**src/rtl/mem_port_arbiter.sv**
```systemverilog
// ---------------------------------------------------------------------------
// mem_port_arbiter
//
// Shares one memory-controller port between two requesters: the processor
// core (a) and a second master such as a debugger or DMA engine (b).
// Requests are served one at a time with round-robin fairness on ties.
// A transaction the controller does not acknowledge within TIMEOUT wait
// cycles is aborted and reported to its requester with x_err=1.
//
// Ports
//   clk, sync_reset            clock, synchronous active-high reset
//   a_*/b_* req,we,addr,wdata  request side; fields held stable until x_done
//   a_*/b_* done,err,rdata     completion pulse, timeout flag, read data
//   mem_addr, mem_read_en,     controller command (one-cycle strobes)
//   mem_write_en, mem_write_data
//   mem_read_data, mem_read_ack, mem_write_ack   controller response
//   busy, grant_id             arbiter not idle; owner of the port (0=a,1=b)
// ---------------------------------------------------------------------------
module mem_port_arbiter #(
   parameter int ADDR_W  = 16,
   parameter int DATA_W  = 32,
   parameter int TIMEOUT = 255
) (
   input  logic                  clk,
   input  logic                  sync_reset,

   input  logic                  a_req,
   input  logic [DATA_W/8-1:0]   a_we,
   input  logic [ADDR_W-1:0]     a_addr,
   input  logic [DATA_W-1:0]     a_wdata,
   output logic                  a_done,
   output logic                  a_err,
   output logic [DATA_W-1:0]     a_rdata,

   input  logic                  b_req,
   input  logic [DATA_W/8-1:0]   b_we,
   input  logic [ADDR_W-1:0]     b_addr,
   input  logic [DATA_W-1:0]     b_wdata,
   output logic                  b_done,
   output logic                  b_err,
   output logic [DATA_W-1:0]     b_rdata,

   output logic [ADDR_W-1:0]     mem_addr,
   output logic                  mem_read_en,
   output logic [DATA_W/8-1:0]   mem_write_en,
   output logic [DATA_W-1:0]     mem_write_data,
   input  logic [DATA_W-1:0]     mem_read_data,
   input  logic                  mem_read_ack,
   input  logic                  mem_write_ack,

   output logic                  busy,
   output logic                  grant_id
);

   localparam int BE_W = DATA_W / 8;

   typedef enum logic [1:0] {IDLE, ISSUE, WAIT} state_t;

   state_t              state_reg,      state_next;
   logic                grant_id_reg,   grant_id_next;
   logic                last_grant_reg, last_grant_next;
   logic [ADDR_W-1:0]   addr_reg,       addr_next;
   logic [BE_W-1:0]     we_reg,         we_next;
   logic [DATA_W-1:0]   wdata_reg,      wdata_next;
   logic [7:0]          cnt_reg,        cnt_next;
   logic                rd_en_reg,      rd_en_next;
   logic [BE_W-1:0]     wr_en_reg,      wr_en_next;

   logic                finish_ok;      // acknowledged completion this cycle
   logic                finish_to;      // timeout abort this cycle
   logic                pick_b;
   logic                ack;

   logic [1:0]          req_vec;
   logic [1:0]          done_vec;
   logic [1:0]          err_vec;
   logic [1:0]          eligible;
   logic [DATA_W-1:0]   rdata_arr [2];

   assign req_vec = {b_req, a_req};

   // ------------------------------------------------------------------
   // Per-requester completion registers. A requester whose done pulse is
   // high this cycle is masked from arbitration so its still-high request
   // is not granted a second time.
   // ------------------------------------------------------------------
   genvar gi;
   generate
      for (gi = 0; gi < 2; gi++) begin : g_req
         localparam logic ID = (gi == 1);
         logic              done_reg;
         logic              err_reg;
         logic [DATA_W-1:0] rdata_reg;
         logic              mine;

         assign mine          = (finish_ok | finish_to) & (grant_id_reg == ID);
         assign eligible[gi]  = req_vec[gi] & ~done_reg;
         assign done_vec[gi]  = done_reg;
         assign err_vec[gi]   = err_reg;
         assign rdata_arr[gi] = rdata_reg;

         always_ff @(posedge clk) begin
            if (sync_reset) begin
               done_reg  <= 1'b0;
               err_reg   <= 1'b0;
               rdata_reg <= '0;
            end else begin
               done_reg <= mine;
               if (mine) begin
                  err_reg <= finish_to;
                  if (finish_to)
                     rdata_reg <= '0;
                  else if (we_reg == '0)
                     rdata_reg <= mem_read_data;
               end
            end
         end
      end
   endgenerate

   // ------------------------------------------------------------------
   // State register
   // ------------------------------------------------------------------
   always_ff @(posedge clk) begin
      if (sync_reset) begin
         state_reg      <= IDLE;
         grant_id_reg   <= 1'b0;
         last_grant_reg <= 1'b1;   // b counts as served last, so a wins the first tie
         addr_reg       <= '0;
         we_reg         <= '0;
         wdata_reg      <= '0;
         cnt_reg        <= '0;
         rd_en_reg      <= 1'b0;
         wr_en_reg      <= '0;
      end else begin
         state_reg      <= state_next;
         grant_id_reg   <= grant_id_next;
         last_grant_reg <= last_grant_next;
         addr_reg       <= addr_next;
         we_reg         <= we_next;
         wdata_reg      <= wdata_next;
         cnt_reg        <= cnt_next;
         rd_en_reg      <= rd_en_next;
         wr_en_reg      <= wr_en_next;
      end
   end

   // ------------------------------------------------------------------
   // Next-state logic. Strobes are computed on the grant edge so that they
   // are registered and visible exactly during the ISSUE cycle.
   // ------------------------------------------------------------------
   always_comb begin
      state_next      = state_reg;
      grant_id_next   = grant_id_reg;
      last_grant_next = last_grant_reg;
      addr_next       = addr_reg;
      we_next         = we_reg;
      wdata_next      = wdata_reg;
      cnt_next        = cnt_reg;
      rd_en_next      = 1'b0;
      wr_en_next      = '0;
      finish_ok       = 1'b0;
      finish_to       = 1'b0;
      pick_b          = 1'b0;
      ack             = 1'b0;

      case (state_reg)
         IDLE: begin
            if (eligible != 2'b00) begin
               // b wins if it is alone, or on a tie when a was served last
               pick_b        = eligible[1] & (~eligible[0] | ~last_grant_reg);
               grant_id_next = pick_b;
               addr_next     = pick_b ? b_addr  : a_addr;
               we_next       = pick_b ? b_we    : a_we;
               wdata_next    = pick_b ? b_wdata : a_wdata;
               rd_en_next    = (we_next == '0);
               wr_en_next    = we_next;
               state_next    = ISSUE;
            end
         end

         ISSUE: begin
            cnt_next   = '0;
            state_next = WAIT;
         end

         WAIT: begin
            // Only the ack matching the pending access type completes it
            ack = (we_reg == '0) ? mem_read_ack : mem_write_ack;
            if (ack) begin
               finish_ok       = 1'b1;
               last_grant_next = grant_id_reg;
               state_next      = IDLE;
            end else if (cnt_reg + 8'd1 == 8'(TIMEOUT)) begin
               finish_to       = 1'b1;
               last_grant_next = grant_id_reg;
               state_next      = IDLE;
            end else begin
               cnt_next = cnt_reg + 8'd1;
            end
         end

         default: state_next = IDLE;
      endcase
   end

   assign busy           = (state_reg != IDLE);
   assign grant_id       = grant_id_reg;
   assign mem_addr       = addr_reg;
   assign mem_write_data = wdata_reg;
   assign mem_read_en    = rd_en_reg;
   assign mem_write_en   = wr_en_reg;

   assign a_done  = done_vec[0];
   assign a_err   = err_vec[0];
   assign a_rdata = rdata_arr[0];
   assign b_done  = done_vec[1];
   assign b_err   = err_vec[1];
   assign b_rdata = rdata_arr[1];

endmodule

```
**config.mk**
```make
export PLATFORM = sky130hd
export DESIGN_NAME = mem_port_arbiter
export DESIGN_NICKNAME = d
export VERILOG_FILES = /design/src/rtl/mem_port_arbiter.sv
export SDC_FILE = /design/constraint.sdc
export NUM_CORES = 1
export LEC_CHECK = 0
export BUFFER_PORTS_ARGS = -buffer_cell sky130_fd_sc_hd__buf_2
export CORE_MARGIN = 1
export CORE_UTILIZATION = 47
export DETAILED_ROUTE_END_ITERATION = 8
export GPL_ROUTABILITY_DRIVEN = 0
export HOLD_SLACK_MARGIN = 0.03
export PLACE_DENSITY = 0.8
export SLEW_MARGIN = 0
export SYNTH_ARGS = -nofsm -noshare
export SYNTH_HDL_FRONTEND = slang
export SYNTH_SLANG_ARGS = --single-unit
```
**constraint.sdc**
```tcl
create_clock -name clk -period 2.39 [get_ports clk]
set_input_delay 0.1195 -clock clk [delete_from_list [all_inputs] [get_ports clk]]
set_output_delay 0.1195 -clock clk [all_outputs]
set_load 0.05 [all_outputs]
```
Yosys cells after proc, flatten, opt, wreduce, memory -nomap -nowiden --
Cells that the tools add are included.
Word-level totals: bits in registers 137, output and inout port bits 123
Cells by class: bitwise operators 14, equality and inequality tests 7, add/subtract/negate cells 1, mux-type cells 20, reduce and logical (&&, ||, !) cells 15
Operator list (number):
- $mux 32 | 3
- $mux 16 | 1
- $mux 8 | 2
- $pmux 8 s2 | 1
- $reduce_and 2->1 | 5
- $reduce_bool 2->1 | 5
- $add 8x1->8 const B | 1
- $eq 8x8->1 const B | 1
- $logic_not 4->1 | 2
- $mux 1 | 8
- $not 1->1 | 7
- $mux 2 | 3
- $ne 2x2->1 const B | 3
- $pmux 2 s3 | 1
- $and 1x1->1 | 5
- $mux 4 | 1
- $ne 3x3->1 const B | 1
- $reduce_and 3->1 | 1
- $reduce_or 3->1 | 1
- $eq 2x1->1 const B | 1
- $eq 2x2->1 const B | 1
- $logic_not 2->1 | 1
- $or 1x1->1 | 2

Logic depth before layout (Yosys ltp) --
word-level depth 8, depth in mapped cells 9, mapped depth without buffers 7

Worst setup path before layout --
OpenSTA, ideal clock, no wires.
path type reg-to-reg, start register state_reg[0], end register addr_reg[0], in the netlist mem_addr[0], stages on the path, launching flop included 9, arrival time 1880 ps, setup time 86 ps, buffers on the path 2, path slack 424 ps, period minus slack after synthesis 1966 ps, required time 2304 ps, cells stage by stage dfxtp_1 -> inv_1 -> ha_1 -> inv_1 -> nor2_1 -> clkbuf_1 -> clkbuf_1 -> nor2_1 -> a211oi_1
On the way: longest elaborated chain between the ends 2
Ends and longest elaborated chain:
- from (decl) | line 59 | state_t state_reg, state_next;
- from (signal assigned) | line 136 | state_reg <= state_next;
- $logic_not 2->1 | line 167 | case (state_reg)
- $reduce_and 2->1 (no line)
- to (signal assigned) | line 139 | addr_reg <= addr_next;
- to (decl) | line 62 | logic [ADDR_W-1:0] addr_reg, addr_next;
No other way between the ends. A chain may end at the register's enable or synchronous reset.

Final worst setup path --
start register g_req[0].done_reg, in the netlist a_done, end register rd_en_reg, in the netlist mem_read_en
On the way: longest elaborated chain between the ends 7
Ends and longest elaborated chain:
- from (decl) | line 91 | logic done_reg;
- from (signal assigned) | line 108 | done_reg <= mine;
- $not 1->1 (*) | line 97 | assign eligible[gi] = req_vec[gi] & ~done_reg;
- $and 1x1->1 (*) | line 97
- $not 1->1 | line 171 | pick_b = eligible[1] & (~eligible[0] | ~last_grant_reg);
- $or 1x1->1 | line 171
- $and 1x1->1 | line 171
- $mux 4 | line 174 | we_next = pick_b ? b_we : a_we;
- $logic_not 4->1 | line 176 | rd_en_next = (we_next == '0);
- to (signal assigned) | line 143 | rd_en_reg <= rd_en_next;
- to (decl) | line 66 | logic rd_en_reg, rd_en_next;
Mark *: on every way between the ends. The rest lies on a longest branch, timed or not.

==> impl_metrics.yaml <==
run_status:
  status: "completed"
power:
  leakagePower_nw: 3.80
  power.density_nw_per_um2: 890
  max-vdd-ir-drop_uv: 575
  finalPower_mw: 7.26
finish:
  drive_gt1_share_pct: 34.0
  area_growth_syn_to_layout_pct: 42.2
  final_cells: 1078
  n_fill_cell: 945
  n_antenna_cell: 0
  nets: 1069
worst_setup_path:
  cp-startpoint: "a_done$_SDFF_PP0_"
  crit_type: "reg -> reg"
  required_ns: 2.67
  path_cells: "nor2b_1, a21o_2, buf_4, o41ai_1, dlygate4sd3_1, o21ai_1, nor3_1"
  worst_setup_path_start_kind: "register"
  path_max_fanout: 19
  cp.arrival_ns: 2.49
  ff2ff_path_depth: 7
  critPathSlowestCell: "dlygate4sd3_1"
  crit_path_max_incr_delay_ns: 0.57
  timing.rr.start: "a_done$_SDFF_PP0_"
  cp-end-kind: "register"
  ff2ff_setup_slack_ns: 0.18
  reg2reg_to: "mem_read_en$_SDFF_PP0_"
grt:
  grt_overflow: 0
  grt_pass1_vias: 5575
  track_usage_pct: 26.9
  grt_max_degree: 97
  antenna_found_initial: 0
  grt_pass1_wl_um: 26900
logic_synthesis:
  yosysMostFrequentCell: "dfxtp_1"
  ys_seq_area_share_pct: 47.8
  synth_top_area_cell: "dfxtp_1"
  syn_nets: 795
  postSynthCellCount: 648
  dominantRegCellSynth: "dfxtp_1"
  synthArstFlopShare_pct: 0
  synth_edf_count: 0
  synth_top_area_share_pct: 47.8
  synth_common_cells: "137 x dfxtp_1, 74 x a21oi_1, 68 x nand3_1, 68 x o21ai_1, 61 x nor2_1"
  synth_area_leaders: "dfxtp_1 48%, mux2i_1 9.2%, a211oi_1 7.3%"
  syn_area_per_cell_um2: 8.85
  yosysWarnings: 0
  synth_area_um2: 5740
  synth_seq_cells: 137
  ys_types: 43
drt:
  vias: 5906
  wl_per_cell_um: 15.8
  ant_nets: 0
  wl_um: 17000
  via_per_inst: 5.48
  drc: 0
  first_pass_iters: 5
  drt_iter0_drc: 619
clock_network:
  clk_pin_slew_ns: 0.06
  clkLatencyLatePin_ns: 0.41
  cts-root-buf: "clkbuf_16"
  clockBufferDepth: 2
  cts_tree: "done"
  h-tree-depth: 4
  clock_sinks: 137
  cts-buffers-inserted: 17
floorplan:
  dieArea_um2: 12700
  coreArea_um2: 11700
  die_h_um: 112
  rows: 39
  num_io_pins: 265
  die_w_um: 112
  start_util_pct: 49.2
place:
  place.port_buffers: 264
  placed_cells: 1010
  dp_hpwl_um: 11200
sta:
  setup_violations: 0
  worstMarginPinSlew_ns: 0.582
  finalHoldViolCount: 0
  fmax_mhz: 452
  finalCritPeriodShare_pct: 92.6
  holdWs_ns: 0.0369
  fin_setup_tns_ns: 0
  rsz0062_at_grt: "false"
  slew_viol_final: 0
  relSlewSlack_pct: 60.9
  skew_ns: 0.00589
  period_needed_ns: 2.21
hold_path:
  whs_path_depth: 3
  min_to: "mem_write_data[13]$_SDFFE_PP0P_"
  hold_class: "in -> reg"
  min_from: "b_wdata[13]"
run:
  drv_cap: 0
==> cells in the final DEF (no fill, tap or decap), drive strengths merged, types with 2 or more instances in the layout <==
cell type | Yosys | routed
a211oi | 56 | 56
a21o | 2 | 2
a21oi | 75 | 75
a31oi | 4 | 4
and2 | 2 | 2
buf | 15 | 278
bufinv | 0 | 4
clkbuf | 44 | 26
clkinv | 0 | 2
dfxtp | 137 | 137
dlygate4sd3 | 0 | 36
ha | 5 | 5
inv | 6 | 6
mux2i | 53 | 53
nand2 | 11 | 11
nand2b | 5 | 5
nand3 | 68 | 68
nand4 | 2 | 2
nor2 | 61 | 61
nor2b | 2 | 2
nor3 | 6 | 6
nor3b | 2 | 2
nor4 | 3 | 3
o21ai | 70 | 70
o311ai | 2 | 2
or2 | 2 | 2
or3 | 3 | 3
==> through the flow <==
step	area (um2)	setup WS, ns	util (%)
3_3_place_gp	7130	0.361	61.1
3_5_place_dp	7130	0.305	61.1
6_report	8160	0.177	69.9
2_1_floorplan	5740	0.424	-
4_1_cts	8160	0.194	69.9
5_1_grt	8160	0.0652	69.9
==> per-layer routing <==
| metal | vias to the layer above | share of wire (%) | global-route usage (%) |
|---|---|---|---|
| met1 | 2682 | 40 | 30.5 |
| met4 | 0 | 2.1 | 11.5 |
| li1 | 2920 | - | - |
| met2 | 272 | 51 | 48.4 |
| met5 | - | 0 | 0 |
| met3 | 32 | 6.2 | 6.37 |
==> cell families (layout without fill, tap and decap cells) <==
| logic type | count (synthesis) | count (layout) | share of synthesized area (%) |
|---|---|---|---|
| buffers and inverters | 65 | 352 | 5.32 |
| adder cells (fa/ha/maj) | 5 | 5 | 1.09 |
| AO/OA/AOI/OAI | 218 | 218 | 22.5 |
| multiplexers | 53 | 53 | 9.25 |
| AND/OR/NAND/NOR | 168 | 168 | 13.7 |
| XOR/XNOR | 2 | 2 | 0.305 |
| flip-flops | 137 | 137 | 47.8 |
==> final cells by class <==
class | instances | area, um2 | area share [%]
flip-flops and latches | 137 | 2740 | 33.6
multi-input cells | 446 | 2700 | 33.1
repair buffers | 314 | 1840 | 22.6
clock buffers | 26 | 539 | 6.61
well taps | 143 | 179 | 2.19
clock inverters | 6 | 130 | 1.60
inverters | 6 | 22.5 | 0.276
==> worst max-delay path, delay by kind of cell, from the launching register on <==
family                 cells  cell delay (ns)
buffers and inverters      2             0.86
AO/OA/AOI/OAI              3             0.67
flip-flops                 1             0.32
AND/OR/NAND/NOR            2             0.23
==> where the power goes <==
group          switching, mW  total, mW  internal (mW)
logic                   1.29       1.80          0.511
registers             0.0919       2.56           2.47
clock network          0.936       2.90           1.97
==> worst max-delay path by stage <==
| stage | end | slack (ns) |
|---|---|---|
| finish | mem_read_en$_SDFF_PP0_ | 0.18 |
| global route | mem_read_en$_SDFF_PP0_ | 0.07 |
| CTS | mem_read_en$_SDFF_PP0_ | 0.19 |
| detailed placement | b_rdata[8]$_SDFFE_PP0P_ | 0.31 |
| global placement | b_rdata[6]$_SDFFE_PP0P_ | 0.36 |
| floorplan | mem_addr[0]$_SDFFE_PP0P_ | 0.42 |
==> timing repair <==
item                      in CTS  in global routing
gates resized for setup        0                  0
buffers inserted               0                  0
hold endpoints to repair      65                  0
hold buffers                  36                  0
(Power assumes the default switching activity.)
